[config.mk]
export PLATFORM = sky130hd
export DESIGN_NAME = off_chip_rx_deser
export DESIGN_NICKNAME = d
export VERILOG_FILES = /design/src/rtl/off_chip_rx_deser_pkg.sv /design/src/rtl/off_chip_rx_deser_fifo.sv /design/src/rtl/off_chip_rx_deser.sv
export SDC_FILE = /design/constraint.sdc
export NUM_CORES = 1
export LEC_CHECK = 0
export CAP_MARGIN = 20
export CELL_PAD_IN_SITES_DETAIL_PLACEMENT = 0
export CELL_PAD_IN_SITES_GLOBAL_PLACEMENT = 1
export CORE_AREA = 2 2 248 250
export DETAILED_ROUTE_END_ITERATION = 10
export DIE_AREA = 0 0 250 252
export HOLD_SLACK_MARGIN = 0.1
export PLACE_DENSITY = 0.68
export SLEW_MARGIN = 20
export SYNTH_ARGS = -nofsm -noshare
export SYNTH_HDL_FRONTEND = slang
export SYNTH_SLANG_ARGS = --single-unit
export TNS_END_PERCENT = 1
[constraint.sdc]
create_clock -name clk -period 4.7 [get_ports clk]
set_input_delay 0.705 -clock clk [delete_from_list [all_inputs] [get_ports clk]]
set_output_delay 0.705 -clock clk [all_outputs]
set_load 0.05 [all_outputs]
[src/rtl/off_chip_rx_deser_pkg.sv]
// Shared definitions for the off-chip 16-bit link: widths, beat index type and
// the byte-interleave mapping used by both the transmit and receive ends.
package off_chip_pkg;

    localparam int LINK_W         = 16;
    localparam int WORD_W         = 64;
    localparam int BEATS_PER_WORD = 4;
    localparam int BEAT_IDX_W     = $clog2(BEATS_PER_WORD);

    typedef logic [BEAT_IDX_W-1:0] beat_idx_t;
    typedef logic [LINK_W-1:0]     link_beat_t;
    typedef logic [WORD_W-1:0]     link_word_t;

    localparam beat_idx_t FIRST_BEAT = '0;
    localparam beat_idx_t LAST_BEAT  = beat_idx_t'(BEATS_PER_WORD - 1);

    // Beat k carries byte k of each 32-bit half: low byte -> word[8k+:8], high byte -> word[8k+32+:8].
    function automatic link_word_t insert_beat(input link_word_t word,
                                               input beat_idx_t  k,
                                               input link_beat_t beat);
        link_word_t w;
        w = word;
        w[8*int'(k) +: 8]      = beat[7:0];
        w[8*int'(k) + 32 +: 8] = beat[15:8];
        return w;
    endfunction

    function automatic link_beat_t extract_beat(input link_word_t word,
                                                input beat_idx_t  k);
        return {word[8*int'(k) + 32 +: 8], word[8*int'(k) +: 8]};
    endfunction

endpackage

[src/rtl/off_chip_rx_deser_fifo.sv]
// First-word-fall-through FIFO: head entry is presented combinationally from
// the storage registers; pointers carry a wrap bit to tell full from empty.
module off_chip_rx_fifo #(
    parameter  int DEPTH = 8,
    parameter  int WIDTH = 64,
    localparam int PTR_W = $clog2(DEPTH)
) (
    input  logic             clk,
    input  logic             rst,
    input  logic             push,
    input  logic [WIDTH-1:0] wdata,
    input  logic             pop,
    output logic [WIDTH-1:0] rdata,
    output logic             full,
    output logic             empty,
    output logic [PTR_W:0]   count
);

    logic [PTR_W:0]   wptr_q, wptr_d;
    logic [PTR_W:0]   rptr_q, rptr_d;
    logic [WIDTH-1:0] mem_q [DEPTH];
    logic [WIDTH-1:0] mem_d [DEPTH];
    logic             push_ok;
    logic             pop_ok;
    logic [PTR_W-1:0] waddr;
    logic [PTR_W-1:0] raddr;

    assign waddr = wptr_q[PTR_W-1:0];
    assign raddr = rptr_q[PTR_W-1:0];

    assign empty = (wptr_q == rptr_q);
    assign full  = (wptr_q[PTR_W] != rptr_q[PTR_W]) && (waddr == raddr);
    assign count = wptr_q - rptr_q;
    assign rdata = mem_q[raddr];

    // A push into a full FIFO is still accepted when the head leaves on the same edge.
    assign pop_ok  = pop && !empty;
    assign push_ok = push && (!full || pop_ok);

    always_comb begin
        wptr_d = wptr_q;
        rptr_d = rptr_q;
        if (push_ok) begin
            wptr_d = wptr_q + 1'b1;
        end
        if (pop_ok) begin
            rptr_d = rptr_q + 1'b1;
        end
    end

    always_ff @(posedge clk) begin
        if (rst) begin
            wptr_q <= '0;
            rptr_q <= '0;
        end else begin
            wptr_q <= wptr_d;
            rptr_q <= rptr_d;
        end
    end

    for (genvar gi = 0; gi < DEPTH; gi++) begin : g_entry
        assign mem_d[gi] = (push_ok && (waddr == PTR_W'(gi))) ? wdata : mem_q[gi];

        always_ff @(posedge clk) begin
            if (rst) begin
                mem_q[gi] <= '0;
            end else begin
                mem_q[gi] <= mem_d[gi];
            end
        end
    end

endmodule

[src/rtl/off_chip_rx_deser.sv]
// Receive end of the off-chip link: assembles four interleaved beats into a
// 64-bit word, buffers it, returns one credit per consumed word.
module off_chip_rx_deser
    import off_chip_pkg::*;
#(
    parameter  int DEPTH = 8,
    localparam int PTR_W = $clog2(DEPTH)
) (
    input  logic              clk,
    input  logic              rst,
    input  logic              link_valid,
    input  logic              link_sof,
    input  logic [LINK_W-1:0] link_data,
    input  logic              ready,
    output logic [WORD_W-1:0] data_out,
    output logic              valid_out,
    output logic              credit_ret,
    output logic              err_overflow,
    output logic              err_framing,
    output logic [PTR_W:0]    fill_level
);

    beat_idx_t  cnt_q, cnt_d;
    link_word_t asm_q, asm_d;
    logic       credit_q, credit_d;
    logic       overflow_q, overflow_d;
    logic       framing_q, framing_d;

    beat_idx_t  beat_idx;
    link_word_t beat_word;
    logic       push;
    logic       pop;
    logic       fifo_full;
    logic       fifo_empty;

    // A start-of-frame beat always restarts assembly at beat 0.
    assign beat_idx  = link_sof ? FIRST_BEAT : cnt_q;
    assign beat_word = insert_beat((beat_idx == FIRST_BEAT) ? '0 : asm_q, beat_idx, link_data);

    always_comb begin
        cnt_d     = cnt_q;
        asm_d     = asm_q;
        push      = 1'b0;
        framing_d = framing_q;
        if (link_valid) begin
            if (link_sof && (cnt_q != FIRST_BEAT)) begin
                framing_d = 1'b1;
            end
            if (beat_idx == LAST_BEAT) begin
                push  = 1'b1;
                cnt_d = FIRST_BEAT;
            end else begin
                asm_d = beat_word;
                cnt_d = beat_idx + 1'b1;
            end
        end
    end

    assign pop        = ready && !fifo_empty;
    assign credit_d   = pop;
    assign overflow_d = overflow_q || (push && fifo_full && !pop);

    always_ff @(posedge clk) begin
        if (rst) begin
            cnt_q      <= FIRST_BEAT;
            asm_q      <= '0;
            credit_q   <= 1'b0;
            overflow_q <= 1'b0;
            framing_q  <= 1'b0;
        end else begin
            cnt_q      <= cnt_d;
            asm_q      <= asm_d;
            credit_q   <= credit_d;
            overflow_q <= overflow_d;
            framing_q  <= framing_d;
        end
    end

    off_chip_rx_fifo #(
        .DEPTH (DEPTH),
        .WIDTH (WORD_W)
    ) u_fifo (
        .clk   (clk),
        .rst   (rst),
        .push  (push),
        .wdata (beat_word),
        .pop   (pop),
        .rdata (data_out),
        .full  (fifo_full),
        .empty (fifo_empty),
        .count (fill_level)
    );

    assign valid_out    = !fifo_empty;
    assign credit_ret   = credit_q;
    assign err_overflow = overflow_q;
    assign err_framing  = framing_q;

endmodule

* Word level (Yosys, flattened, before mapping)
Memories as Yosys holds them, arrays and structs flattened. A register that Yosys moved wholly into a read port is not among the register bits. Cells that the tools add are included.
Cells by class: add/sub/neg operators 7, multipliers 0, div/mod/pow operators 0, order comparisons 0, equal/unequal tests 19, shifts and indexed selects 4, muxes and demuxes 28, bitwise operators 9, reductions and logical operators 33
Operators with widths (number):
- $mux W64 | 17
- $bwmux W64 | 2
- $shift A8 B33 Y64 const A | 2
- $shiftx A8 B33 Y64 | 2
- $neg A5 Y33 | 1
- $neg A7 Y33 | 1
- $reduce_and A2 Y1 | 10
- $logic_and A1 B1 Y1 | 15
- $eq A3 B3 Y1 const B | 4
- $add A4 B1 Y4 const B | 2
- $ne A1 B1 Y1 const B | 8
- $or A1 B1 Y1 | 8
- $add A5 B6 Y7 const B | 1
- $eq A3 B2 Y1 const B | 2
- $mux W3 | 2
- $mux W1 | 5
- $eq A4 B4 Y1 | 1
- $mux W2 | 2
- $sub A4 B4 Y4 | 1
- $eq A3 B1 Y1 const B | 1
- $eq A3 B3 Y1 | 1
- $logic_not A1 Y1 | 3
- $logic_not A3 Y1 | 1
- $add A2 B1 Y2 const B | 1
- 6 further kinds | 7
Word-level totals: register bits 77, bits in latches 0, bits in writable memories 512, memory bits (read-only) 0, input bits 21, output and inout port bits 72, memories kept 1
Memories:
- u_fifo.mem_q | depth 8, width 64, read ports 1, clocked after Yosys merged registers in 1, write ports 8, RTL line off_chip_rx_deser_fifo.sv:21 | logic [WIDTH-1:0] mem_q [DEPTH];

* Depth between registers and ports, before layout
word-level depth 10, gate-level depth with buffers 13, gate-level depth less buffers 7

* Modules after synthesis
Synthesis repeated with hierarchy kept, for this count alone.
Second synthesis, totals: cell total of the unflattened synthesis 1860, area total of the unflattened synthesis 27216.1 um^2
Modules (own cells, without submodules):
- off_chip_rx_fifo | times used 1, cells an instance 1391, area each 23352.4 um^2, seq. area each 15595.0 um^2
- off_chip_rx_deser | times used 1, cells an instance 469, area each 3863.7 um^2, seq. area each 1381.3 um^2

* Least setup slack after synthesis
No wires, ideal clock.
path kind input-to-reg, start input link_sof, end memory u_fifo.mem_q[3][0], enable pin, arrival 3.328 ns, required time 4.279 ns, slack 0.951 ns, stages 8, buffers on the path 4, cell sequence nor2b_2 -> buf_4 -> buf_4 -> ha_1 -> buf_6 -> o311a_2 -> buf_2 -> a21o_1
RTL lines:
- start, declared | RTL line off_chip_rx_deser.sv:12 | input logic link_sof,
- end, declared | RTL line off_chip_rx_deser_fifo.sv:21

==> impl_metrics.json <==
{
  "status": "complete, no violations",
  "drc": 0,
  "wirelength_um": 70600,
  "power.density_nw_per_um2": 372,
  "cts.clk_slew.worst_paths_ps": 60,
  "hp-class": "reg2reg",
  "r2r_cells": 7,
  "yosys_warnings": 0,
  "antenna_left": 0,
  "irDropWorstVdd_mv": 0.255,
  "netlist_area_sq_um": 26900,
  "end_kind": "output pin",
  "yosys.cell_types.count": 61,
  "clkLatencyLatePin_ps": 620,
  "cpMaxStageDelayCell": "clkdlybuf4s50_1",
  "synth_top_cell_area_share_pct": 57.2,
  "drt-initial-drc-count": 1597,
  "n_antenna_cell": 0,
  "hold_end": "err_framing",
  "slew_headroom_pct": 37.3,
  "min_path_cells": 2,
  "cts_buffer_depth": 3,
  "avgRoutedWirePerCell_um": 26.2,
  "layout_setup_ws_ps": 608,
  "ys_seq_area_share_pct": 63.2,
  "dp_cells": 2582,
  "io_pins": 93,
  "crit_chain": "buf_4 -> mux4_2 -> mux2_2 -> clkdlybuf4s50_1",
  "tightest_slew_ps": 941,
  "synth_cells": 1816,
  "cts_root_buf": "clkbuf_16",
  "min_period_ps": 4090,
  "cp_num_buf_inv": 2,
  "clock_sinks": 592,
  "use_met1_pct": 32.2,
  "post-route-period-util_pct": 87.1,
  "skew_ps": 21.0,
  "hold_viol_final": 0,
  "instances_no_fill": 2692,
  "grt.overflow.total": 0,
  "rrSetupSlack_ps": 1140,
  "detailed_place_hpwl_um": 40900,
  "synth.largest_area_cell": "edfxtp_1",
  "async_flop_share_pct": 0,
  "critPathMaxFanout": 22,
  "cts_tree": "done",
  "area_growth_syn_to_layout_pct": 12.2,
  "htreeDepth": 2,
  "detail_route.first_pass.iterations": 5,
  "synth-seq-cells": 592,
  "final_core_util_pct": 50.2,
  "num-nets-final": 1899,
  "synth.avg_cell_area_sq_um": 14.8,
  "rr_endpoint": "u_fifo.mem_q[5][24]",
  "grt_pass1_vias": 16100,
  "fill_cells": 5178,
  "critPathMaxStageDelay_ps": 710,
  "start_util_pct": 44.7,
  "use_met2_pct": 37.1,
  "grt_max_degree": 64,
  "start_kind": "flip-flop",
  "grt_first_pass_wirelength_um": 105000,
  "critPathRequiredTime_ps": 3990,
  "path_class": "reg2out",
  "synth_enable_flop_cells": 512,
  "rsz0062_at_grt": "no",
  "hp-start": "err_framing",
  "fp.dieH_um": 252,
  "cts_buffers": 59,
  "grt_busiest_layer": "met2",
  "vias_per_cell": 5.76,
  "num_vias": 15500,
  "p_leak_nw": 9.66,
  "tns_ps": 0,
  "io_buffers": 92,
  "cts_resized": 0,
  "r2r-start": "cnt_q[0]",
  "postCtsHoldBufs": 0,
  "synth.top_cells.by_area": "edfxtp_1 (57%), mux4_2 (11%), nor2_1 (8.2%)",
  "path_delay_family": "buffers and inverters",
  "met3_usage_pct": 3.66,
  "placementRows": 90,
  "grtUsageTotal_pct": 22.7,
  "antenna_found_initial": 1,
  "slew_viol_final": 0,
  "drive_above_1_share_pct": 22.9,
  "mappedNetlistNets": 1854,
  "dieWidth_um": 250,
  "final-setup-viol-count": 0,
  "synthFlopType": "edfxtp_1",
  "maxCapViolCount": 0,
  "fmaxAchievable_ghz": 0.244,
  "core_sq_um": 60100,
  "die-area_sq_um": 63000,
  "cp.arrival_ps": 3390,
  "cts_setup_buffers": 0,
  "place_ws_ps": 445,
  "routabilityCongestion": 0.799
}
[layer usage]
metal / vias up / share of wire, %
met4: 2 / 1.6
met1: 8088 / 44
met3: 80 / 6.2
li1: 6849 / -
met5: - / 0.018
met2: 498 / 48
[worst max path at each step]
| stage | to | cells after the start | startpoint | slack, ps |
|---|---|---|---|---|
| global route | data_out[9] | 4 | flip-flop | 410 |
| CTS | data_out[9] | 4 | flip-flop | 490 |
| floorplan | u_fifo.mem_q[3][0] | 8 | link_sof | 950 |
| global placement | u_fifo.mem_q[5][24] | 8 | link_sof | 520 |
| detailed placement | u_fifo.mem_q[5][24] | 8 | link_sof | 440 |
| finish | data_out[9] | 4 | flip-flop | 610 |
[where the power goes]
part           switching [mW]  total [mW]  internal, mW
clock network            1.99        4.50          2.51
registers              0.0640        5.93          5.87
logic                   0.544       0.809         0.265
total                    2.60        11.2          8.64
[metrics by stage]
step                power [mW]  hold slack [ps]  area (sq um)
floorplan                 6.58              462         26900
global placement          6.84              438         28400
detailed placement        6.86              445         28400
CTS                       11.3              442         30200
global route              11.6              467         30200
finish                    11.2              455         30200
[synthesized netlist by cell type (11+ instances only)]
library cell  instances
a211oi_2             16
nor2_1              590
dfxtp_1              80
mux4_2              128
clkbuf_1             52
a32oi_2              33
buf_6                59
ha_1                 16
a211oi_1             42
edfxtp_1            512
mux2_2               64
nand3_1              11
inv_1                12
a221oi_4             16
buf_2                32
nand2_1              12
[cell families after synthesis]
family	Yosys count	share of synthesized area, %
multiplexers	193	13.4
AO/OA/AOI/OAI	147	6.90
AND/OR/NAND/NOR	689	11.0
adder cells (fa/ha/maj)	17	0.819
flip-flops	592	63.2
XOR/XNOR	7	0.256
buffers and inverters	171	4.42
[final cells by class]
type	count	area, sq um	share of cell area [%]
clock buffers	88	1680	5.55
clock inverters	22	135	0.448
inverters	13	48.8	0.162
multi-input cells	1053	8790	29.1
flip-flops and latches	592	17000	56.3
well taps	782	978	3.24
repair buffers	142	1560	5.16
[flip-flops by register name, summed over array words and instances, names as in the netlist, named ones only]
name and cells:
u_fifo.mem_q 512, asm_q 64, u_fifo.rptr_q 4, u_fifo.wptr_q 4, cnt_q 2, credit_ret 1, err_framing 1, err_overflow 1
[worst min-delay path, cell delays in order, from the launching register on]
cell     delay, ps
dfxtp_1        310
inv_1           50
a21oi_1         50
[cell usage in the layout (no fill, tap or decap), types with 5 or more instances in the layout]
master / count
and2_1: 10
a21oi_1: 8
nand4_4: 6
clkinv_1: 8
clkinv_2: 10
nor2_1: 590
a211oi_2: 16
a211oi_1: 42
nand3b_1: 10
and3_1: 9
a221oi_4: 16
edfxtp_1: 512
a21o_4: 5
a31oi_4: 5
nor2_2: 7
nand4_1: 10
a32oi_2: 33
mux4_2: 128
inv_1: 12
mux2_2: 64
clkbuf_16: 59
ha_1: 16
nand3_1: 11
dfxtp_1: 77
buf_12: 21
clkdlybuf4s50_1: 91
nand2_1: 12
buf_4: 30
xnor2_1: 5
a32o_1: 7
clkbuf_8: 9
clkbuf_1: 20
(Power assumes the default switching activity.)
